$ cat config.mk
export PLATFORM = sky130hd
export DESIGN_NAME = seq_match_param
export DESIGN_NICKNAME = d
export VERILOG_FILES = /design/src/rtl/seq_match_pkg.sv /design/src/rtl/seq_history.sv /design/src/rtl/seq_match_param.sv
export SDC_FILE = /design/constraint.sdc
export NUM_CORES = 1
export LEC_CHECK = 0
export CAP_MARGIN = 20
export CORE_AREA = 4 4 51 53
export CTS_BUF_LIST = sky130_fd_sc_hd__clkbuf_4
export CTS_CLUSTER_DIAMETER = 60
export DETAILED_ROUTE_END_ITERATION = 8
export DIE_AREA = 0 0 55 57
export PLACE_DENSITY = 0.84
export SYNTH_ARGS = -nofsm -noshare
export SYNTH_HDL_FRONTEND = slang
export SYNTH_HIERARCHICAL = 1
export SYNTH_SLANG_ARGS = --single-unit
$ cat constraint.sdc
create_clock -name clk -period 5.6 [get_ports clk]
set_clock_uncertainty 0.05 [all_clocks]
set_input_delay 1.12 -clock clk [delete_from_list [all_inputs] [get_ports clk]]
set_output_delay 1.12 -clock clk [all_outputs]
set_load 0.02 [all_outputs]
$ cat src/rtl/seq_match_pkg.sv
// Shared defaults and helpers for the parametrised sequence matcher.
//   DEF_*      : default parameter values for seq_match_param
//   sat_inc()  : saturating increment of a counter that is `width` bits wide
package seq_match_pkg;

  localparam int unsigned DEF_W     = 2;
  localparam int unsigned DEF_DEPTH = 3;
  localparam int unsigned DEF_CNT_W = 8;

  // Element 0 (first expected symbol) sits in the MSBs.
  localparam logic [DEF_DEPTH*DEF_W-1:0] DEF_PATTERN_INIT = {2'b01, 2'b11, 2'b10};

  // Increment, holding at 2^width-1; supports widths up to 32.
  function automatic logic [31:0] sat_inc(input logic [31:0] count, input int unsigned width);
    logic [32:0] max_val;
    max_val = (33'd1 << width) - 33'd1;
    if ({1'b0, count} >= max_val) sat_inc = count;
    else                          sat_inc = count + 32'd1;
  endfunction

endpackage

$ cat src/rtl/seq_history.sv
// Symbol history shift register with fill counter.
//   clk, reset_n   : clock, async active-low reset
//   shift          : accept sym this edge (oldest entry dropped)
//   clear          : synchronous fill reset, history contents kept
//   restart        : fill reset after a non-overlapping match
//   sym            : incoming symbol
//   hist_next_c    : history as it will be after this edge, oldest in MSBs
//   fill_next_c    : fill as it will be after this edge, before clear/restart
//   fill           : registered count of valid history symbols, 0..DEPTH
module seq_history
  import seq_match_pkg::*;
#(
  parameter int unsigned W     = DEF_W,
  parameter int unsigned DEPTH = DEF_DEPTH
) (
  input  logic                           clk,
  input  logic                           reset_n,
  input  logic                           shift,
  input  logic                           clear,
  input  logic                           restart,
  input  logic [W-1:0]                   sym,
  output logic [DEPTH*W-1:0]             hist_next_c,
  output logic [$clog2(DEPTH+1)-1:0]     fill_next_c,
  output logic [$clog2(DEPTH+1)-1:0]     fill
);

  localparam int unsigned HW     = DEPTH * W;
  localparam int unsigned FILL_W = $clog2(DEPTH + 1);

  logic [HW-1:0] hist;

  // Look-ahead view used by the comparator in the same cycle.
  always_comb begin
    hist_next_c = hist;
    fill_next_c = fill;
    if (shift) begin
      hist_next_c = {hist[HW-W-1:0], sym};
      if (fill != FILL_W'(DEPTH)) fill_next_c = fill + FILL_W'(1);
    end
  end

  // A cleared or restarted history keeps stale symbols; fill alone gates matching.
  always_ff @(posedge clk or negedge reset_n) begin
    if (!reset_n) begin
      hist <= '0;
      fill <= '0;
    end else begin
      hist <= hist_next_c;
      fill <= (clear || restart) ? '0 : fill_next_c;
    end
  end

endmodule

$ cat src/rtl/seq_match_param.sv
// Programmable sequence detector: pulses match when the last DEPTH accepted
// symbols equal the pattern register, with overlap control and a saturating
// match counter.
//   clk, reset_n        : clock, async active-low reset
//   sym_valid, sym      : symbol stream with valid qualifier
//   overlap_en          : 1 keeps history after a match, 0 restarts it
//   clear               : soft clear of fill, match and count (pattern kept)
//   cfg_we/idx/sym      : pattern element write, element 0 = first expected
//   match               : one-cycle registered pulse per match
//   fill                : valid history symbols, 0..DEPTH
//   match_count         : saturating match count
module seq_match_param
  import seq_match_pkg::*;
#(
  parameter int unsigned W     = DEF_W,
  parameter int unsigned DEPTH = DEF_DEPTH,
  parameter int unsigned CNT_W = DEF_CNT_W,
  parameter logic [DEPTH*W-1:0] PATTERN_INIT = (DEPTH*W)'(DEF_PATTERN_INIT)
) (
  input  logic                         clk,
  input  logic                         reset_n,
  input  logic                         sym_valid,
  input  logic [W-1:0]                 sym,
  input  logic                         overlap_en,
  input  logic                         clear,
  input  logic                         cfg_we,
  input  logic [$clog2(DEPTH)-1:0]     cfg_idx,
  input  logic [W-1:0]                 cfg_sym,
  output logic                         match,
  output logic [$clog2(DEPTH+1)-1:0]   fill,
  output logic [CNT_W-1:0]             match_count
);

  localparam int unsigned HW     = DEPTH * W;
  localparam int unsigned IDX_W  = $clog2(DEPTH);
  localparam int unsigned FILL_W = $clog2(DEPTH + 1);

  logic [HW-1:0]     pattern;
  logic [HW-1:0]     hist_next_c;
  logic [FILL_W-1:0] fill_next_c;
  logic              accept_c;
  logic              match_c;
  logic              restart_c;

  // clear wins over sym_valid; the symbol in a clear cycle is dropped.
  assign accept_c  = sym_valid & ~clear;
  // Compare uses the pattern as it stands before any same-edge cfg write.
  assign match_c   = accept_c && (fill_next_c == FILL_W'(DEPTH)) && (hist_next_c == pattern);
  assign restart_c = match_c & ~overlap_en;

  seq_history #(
    .W     (W),
    .DEPTH (DEPTH)
  ) u_history (
    .clk         (clk),
    .reset_n     (reset_n),
    .shift       (accept_c),
    .clear       (clear),
    .restart     (restart_c),
    .sym         (sym),
    .hist_next_c (hist_next_c),
    .fill_next_c (fill_next_c),
    .fill        (fill)
  );

  // Pattern element writes; indices >= DEPTH match no element and are ignored.
  always_ff @(posedge clk or negedge reset_n) begin
    if (!reset_n) begin
      pattern <= PATTERN_INIT;
    end else if (cfg_we) begin
      for (int unsigned i = 0; i < DEPTH; i++) begin
        if (cfg_idx == IDX_W'(i)) pattern[(DEPTH-1-i)*W +: W] <= cfg_sym;
      end
    end
  end

  // Match pulse and saturating counter.
  always_ff @(posedge clk or negedge reset_n) begin
    if (!reset_n) begin
      match       <= 1'b0;
      match_count <= '0;
    end else if (clear) begin
      match       <= 1'b0;
      match_count <= '0;
    end else begin
      match <= match_c;
      if (match_c) match_count <= CNT_W'(sat_inc(32'(match_count), CNT_W));
    end
  end

endmodule

Yosys cells after proc, flatten, opt, wreduce, memory -nomap -nowiden

Cells that the tools add are included.

Logic and storage cells: 37
Output and inout bits: 11
Bits of input ports: 12
Bits in registers: 23

Reductions and logical operators: 9
Mux-type cells: 8
Equal/unequal tests: 6
$add $sub $neg: 2
Bitwise operators: 4
Magnitude comparators: 1

Operators with widths:

| operator              | number |
|---|---|
| $mux W8               | 3 |
| $add A8 B1 Y8 const B | 1 |
| $ge A8 B8 Y1 const B  | 1 |
| $reduce_and A2 Y1     | 4 |
| $eq A6 B6 Y1          | 1 |
| $mux W2               | 3 |
| $mux W6               | 1 |
| $eq A2 B2 Y1 const B  | 2 |
| $ne A2 B2 Y1 const B  | 2 |
| $add A2 B1 Y2 const B | 1 |
| $and A1 B1 Y1         | 2 |
| $eq A2 B1 Y1 const B  | 1 |
| $logic_and A1 B1 Y1   | 2 |
| $logic_not A2 Y1      | 1 |
| $not A1 Y1            | 2 |
| $reduce_bool A2 Y1    | 1 |
| $logic_or A1 B1 Y1    | 1 |
| $mux W1               | 1 |

Longest topological paths before layout

Depth after elaboration: 9
Depth in mapped cells: 10
Gate-level depth less buffers: 8

By module

The synthesis kept the hierarchy.

By module, submodules not included:

| module          | area an instance (um^2) | seq. area each (um^2) | instances | cells an instance |
|---|---|---|---|---|
| seq_match_param | 835.8                   | 380.4                 | 1         | 72 |
| seq_history     | 347.8                   | 200.2                 | 1         | 21 |

Least setup slack after synthesis

OpenSTA, ideal clock, no wires.

Path type: input to register
Start point: input clear
End point: register u_history.fill[0]
Arrival time: 3.136 ns
Stages: 9
Required time: 5.416 ns
Library setup time: 0.134 ns
Path slack: 2.280 ns
Path buffers: 2
Path through: buf_6 -> and2b_2 -> buf_6 -> mux2_2 -> xor2_1 -> nor4_1 -> nor4b_1 -> nor2b_1 -> nor4_4

Elaborated cells on any way between the ends: 11
Those cells by class: eq/ne: 2; mux: 3; bitwise: 3; reduce/logical: 3

RTL lines:

| what                     | RTL line              | text |
|---|---|---|
| from (decl)              | seq_match_param.sv:25 | `input logic clear,` |
| $not A1 Y1               | seq_match_param.sv:46 | `assign accept_c = sym_valid & ~clear;` |
| $and A1 B1 Y1            | seq_match_param.sv:46 |  |
| named net accept_c       | seq_match_param.sv:41 | `logic accept_c;` |
| $mux W6                  | seq_history.sv:36     | `if (shift) begin` |
| named net hist_next_c[2] | seq_match_param.sv:39 | `logic [HW-1:0] hist_next_c;` |
| $eq A6 B6 Y1             | seq_match_param.sv:48 | `assign match_c = accept_c && (fill_next_c == FILL_W'(DEPTH)) && (hist_next_c == pattern);` |
| $logic_and A1 B1 Y1      | seq_match_param.sv:48 |  |
| $and A1 B1 Y1            | seq_match_param.sv:49 | `assign restart_c = match_c & ~overlap_en;` |
| named net restart_c      | seq_match_param.sv:43 | `logic restart_c;` |
| $logic_or A1 B1 Y1       | seq_history.sv:49     | `fill <= (clear \|\| restart) ? '0 : fill_next_c;` |
| $mux W2                  | seq_history.sv:49     |  |
| to (signal assigned)     | seq_history.sv:49     |  |
| to (decl)                | seq_history.sv:24     | `output logic [$clog2(DEPTH+1)-1:0] fill` |

The timed path passes the listed nets, and every way through them passes these cells.
A chain may end at the register's enable or synchronous reset.

Worst setup path in the final report

Same ends and word-level chain as after synthesis.

==> results.py <==
metrics = {
    "outcome": {
        "status": "finished clean",
    },
    "yosys": {
        "yosys_warnings": 6,
        "synth_edf_count": 0,
        "yosys-top-cells-count": "dfrtp_1 (19), mux2_2 (10), xor2_1 (8)",
        "ys_types": 32,
        "synth.avg_cell_area_um2": 12.7,
        "synth_top_cell_by_area": "dfrtp_1",
        "syn_area_um2": 1180,
        "ys_ff_latch": 23,
        "ys_seq_area_share_pct": 49.0,
        "synth_area_leaders": "dfrtp_1 (40%), mux2_2 (9.5%), dfstp_2 (8.9%)",
        "synth_nets": 106,
        "synthArstFlopShare_pct": 100,
        "yosysTopAreaCellShare_pct": 40.2,
        "synthFlopType": "dfrtp_1",
        "synth.most_common_cell": "dfrtp_1",
        "syn-instance-count": 93,
    },
    "die": {
        "core_area_um2": 2150,
        "start_util_pct": 55.1,
        "row_count": 17,
        "die_area_um2": 3140,
        "io_pins": 23,
        "die_width_um": 55,
        "die_h_um": 57,
    },
    "timing": {
        "setup_viol": 0,
        "post-route-period-util_pct": 69.3,
        "tns_ns": 0,
        "max_freq_ghz": 0.258,
        "drv_slew": 0,
        "hold_violations": 0,
        "worstMarginPinSlew_ns": 0.612,
        "rsz0062_at_grt": "false",
        "relSlewSlack_pct": 58.6,
        "period_needed_ns": 3.88,
    },
    "power": {
        "vdd_drop_max_v": 0.000144,
        "cellLeakagePower_nw": 0.592,
        "power-per-cell-area_nw_per_um2": 247,
        "p_total_mw": 0.364,
    },
    "cts": {
        "clkTransAtPathRegs_ns": 0.12,
        "cts-resized-gates": 0,
        "cts_inserted_buffers": 3,
        "h-tree-depth": 1,
        "clock_sink_count": 23,
        "clk_latency_ns": 0.31,
        "cts_tree": "done",
        "clk_path_buf_depth": 2,
        "cts_hold_buf": 0,
        "root_buffer": "clkbuf_4",
        "post_cts_buffers": 0,
    },
    "layout": {
        "drive_gt1_share_pct": 24.6,
        "syn_to_final_growth_pct": 24.3,
        "post-route-util_pct": 68.5,
        "fill_cells": 171,
        "antenna_cells": 0,
        "num-nets-final": 132,
    },
    "setup_path": {
        "cp_slowest_cell": "clkdlybuf4s50_1",
        "crit_chain": "clkdlybuf4s50_1 -> and2b_2 -> mux2_2 -> xor2_1 -> nor4_1 -> nor4b_1 -> nor2b_1 -> nor4_4",
        "cp-end-kind": "flop",
        "critical_path_class": "in2reg",
        "critPathMaxStageDelay_ns": 0.65,
        "required_ns": 5.75,
        "crit_fanout": 12,
        "r2r_start": "u_history/hist[0]",
        "worstPathArrival_ns": 4.03,
        "cp-start-kind": "input port",
        "critPathLaunch": "clear",
    },
    "placement": {
        "place_hpwl_um": 1670,
        "place_congestion": 0.729,
        "portBuffers": 22,
    },
    "routing": {
        "drt_iter0_markers": 6,
        "drc": 0,
        "wl_per_cell_um": 14.6,
        "routed_via_density": 5.55,
        "vias": 810,
        "wl_um": 2130,
        "first_pass_iters": 4,
        "postRouteAntennaNets": 0,
    },
    "job": {
        "max_cap_violations": 0,
    },
    "grt": {
        "grt_start_max_net_pins": 24,
        "antenna_found_initial": 0,
        "gr-total-overflow": 0,
        "grt_pass1_vias": 841,
        "grt_usage_pct": 15.7,
        "grt_pass1_wl_um": 3620,
    },
    "worst_hold_path": {
        "hold_class": "reg2reg",
        "worstHoldStart": "pattern[5]",
    },
}
-- power by group --
group          total [mW]  internal [mW]  switching (mW)  leakage [nW]
clock network      0.0768         0.0268          0.0500        0.0177
logic              0.0870         0.0416          0.0455         0.285
registers           0.200          0.189          0.0106         0.289
total               0.364          0.258           0.106         0.592
-- final timing paths --
path / endpoint / slack (ns) / cells past startpoint
setup / recovery: u_history/fill[0] / 1.72 / 8
hold / removal: pattern[5] / 0.50 / 1
setup reg to reg: u_history/fill[0] / 3.34 / 6
hold reg to reg: pattern[5] / 0.50 / 1
max in group asynchronous: pattern[2] / 4.13 / 2
min in group asynchronous: match_count[7] / 0.94 / 1
-- critical path, delay by kind of cell --
family / cells / cell delay [ns]
AND/OR/NAND/NOR: 5 / 1.68
buffers and inverters: 1 / 0.65
multiplexers: 1 / 0.38
XOR/XNOR: 1 / 0.18
-- per-stage QoR --
stage / cell area [um2] / worst slack, ns / cells / hold WS [ns]
finish: 1470 / 1.72 / 146 / 0.504
global route: 1470 / 1.47 / 146 / 0.521
CTS: 1440 / 1.71 / 145 / 0.508
detailed placement: 1420 / 1.37 / 141 / 0.478
global placement: 1420 / 1.50 / 141 / 0.444
floorplan: 1180 / 2.28 / 93 / 0.433
-- placed cells by master (no fill, tap or decap) --
| master | count |
|---|---|
| nand4b_4 | 1 |
| inv_1 | 1 |
| or3_1 | 3 |
| nand4_1 | 2 |
| nand2_1 | 3 |
| nand3_4 | 1 |
| nand3b_1 | 2 |
| clkdlybuf4s50_1 | 22 |
| nor4b_1 | 1 |
| mux2_2 | 10 |
| o21ai_0 | 2 |
| a31oi_1 | 1 |
| nor3b_2 | 1 |
| a41o_1 | 1 |
| nor4_4 | 2 |
| and3b_4 | 1 |
| dfstp_2 | 4 |
| and2b_2 | 1 |
| clkbuf_4 | 3 |
| nand3_1 | 4 |
| ha_1 | 1 |
| buf_16 | 1 |
| nor4_1 | 1 |
| nor2_1 | 6 |
| clkinv_2 | 1 |
| dfrtp_1 | 19 |
| o31ai_1 | 2 |
| a21oi_1 | 5 |
| a21o_1 | 1 |
| nor2b_1 | 1 |
| or4_1 | 2 |
| nor3b_1 | 1 |
| xor2_1 | 8 |
| nor3_4 | 1 |
| mux2_4 | 2 |
-- state kept, by name, summed over array words and instances (netlist names) --
name / count
match: 1
match_count: 8
u_history/hist: 6
pattern: 6
u_history/fill: 2
-- kinds of logic (layout without fill, tap and decap cells) --
group           after synthesis  count (layout)  share of synthesized area (%)
simple gates                 34              34                           23.5
flops                        23              23                           49.0
xor+xnor                      8               8                           5.92
compound gates               12              12                           6.24
buf+inv                       3              28                           2.22
mux                          12              12                           12.1
fa+ha+maj                     1               1                           1.06
-- routing by layer --
metal / routed length (um) / vias up / global-route usage, % / part of all wire [%]
li1: - / 399 / - / -
met1: 995 / 388 / 20.7 / 47
met2: 982 / 18 / 24.0 / 46
met4: 56 / 0 / 8.33 / 2.6
met5: 0 / - / 0 / 0
met3: 95 / 5 / 2.87 / 4.5
-- final cells by class --
cell class | count | area (um2) | area share, %
sequential | 23 | 581 | 39.5
multi-input combinational | 67 | 577 | 39.2
timing repair buffer | 23 | 248 | 16.8
clock buffer | 3 | 22.5 | 1.53
clock inverter | 1 | 5.00 | 0.340
inverter | 1 | 3.75 | 0.255
tap | 28 | 35.0 | 2.38
Note: power is estimated with default switching activity, not from simulation.
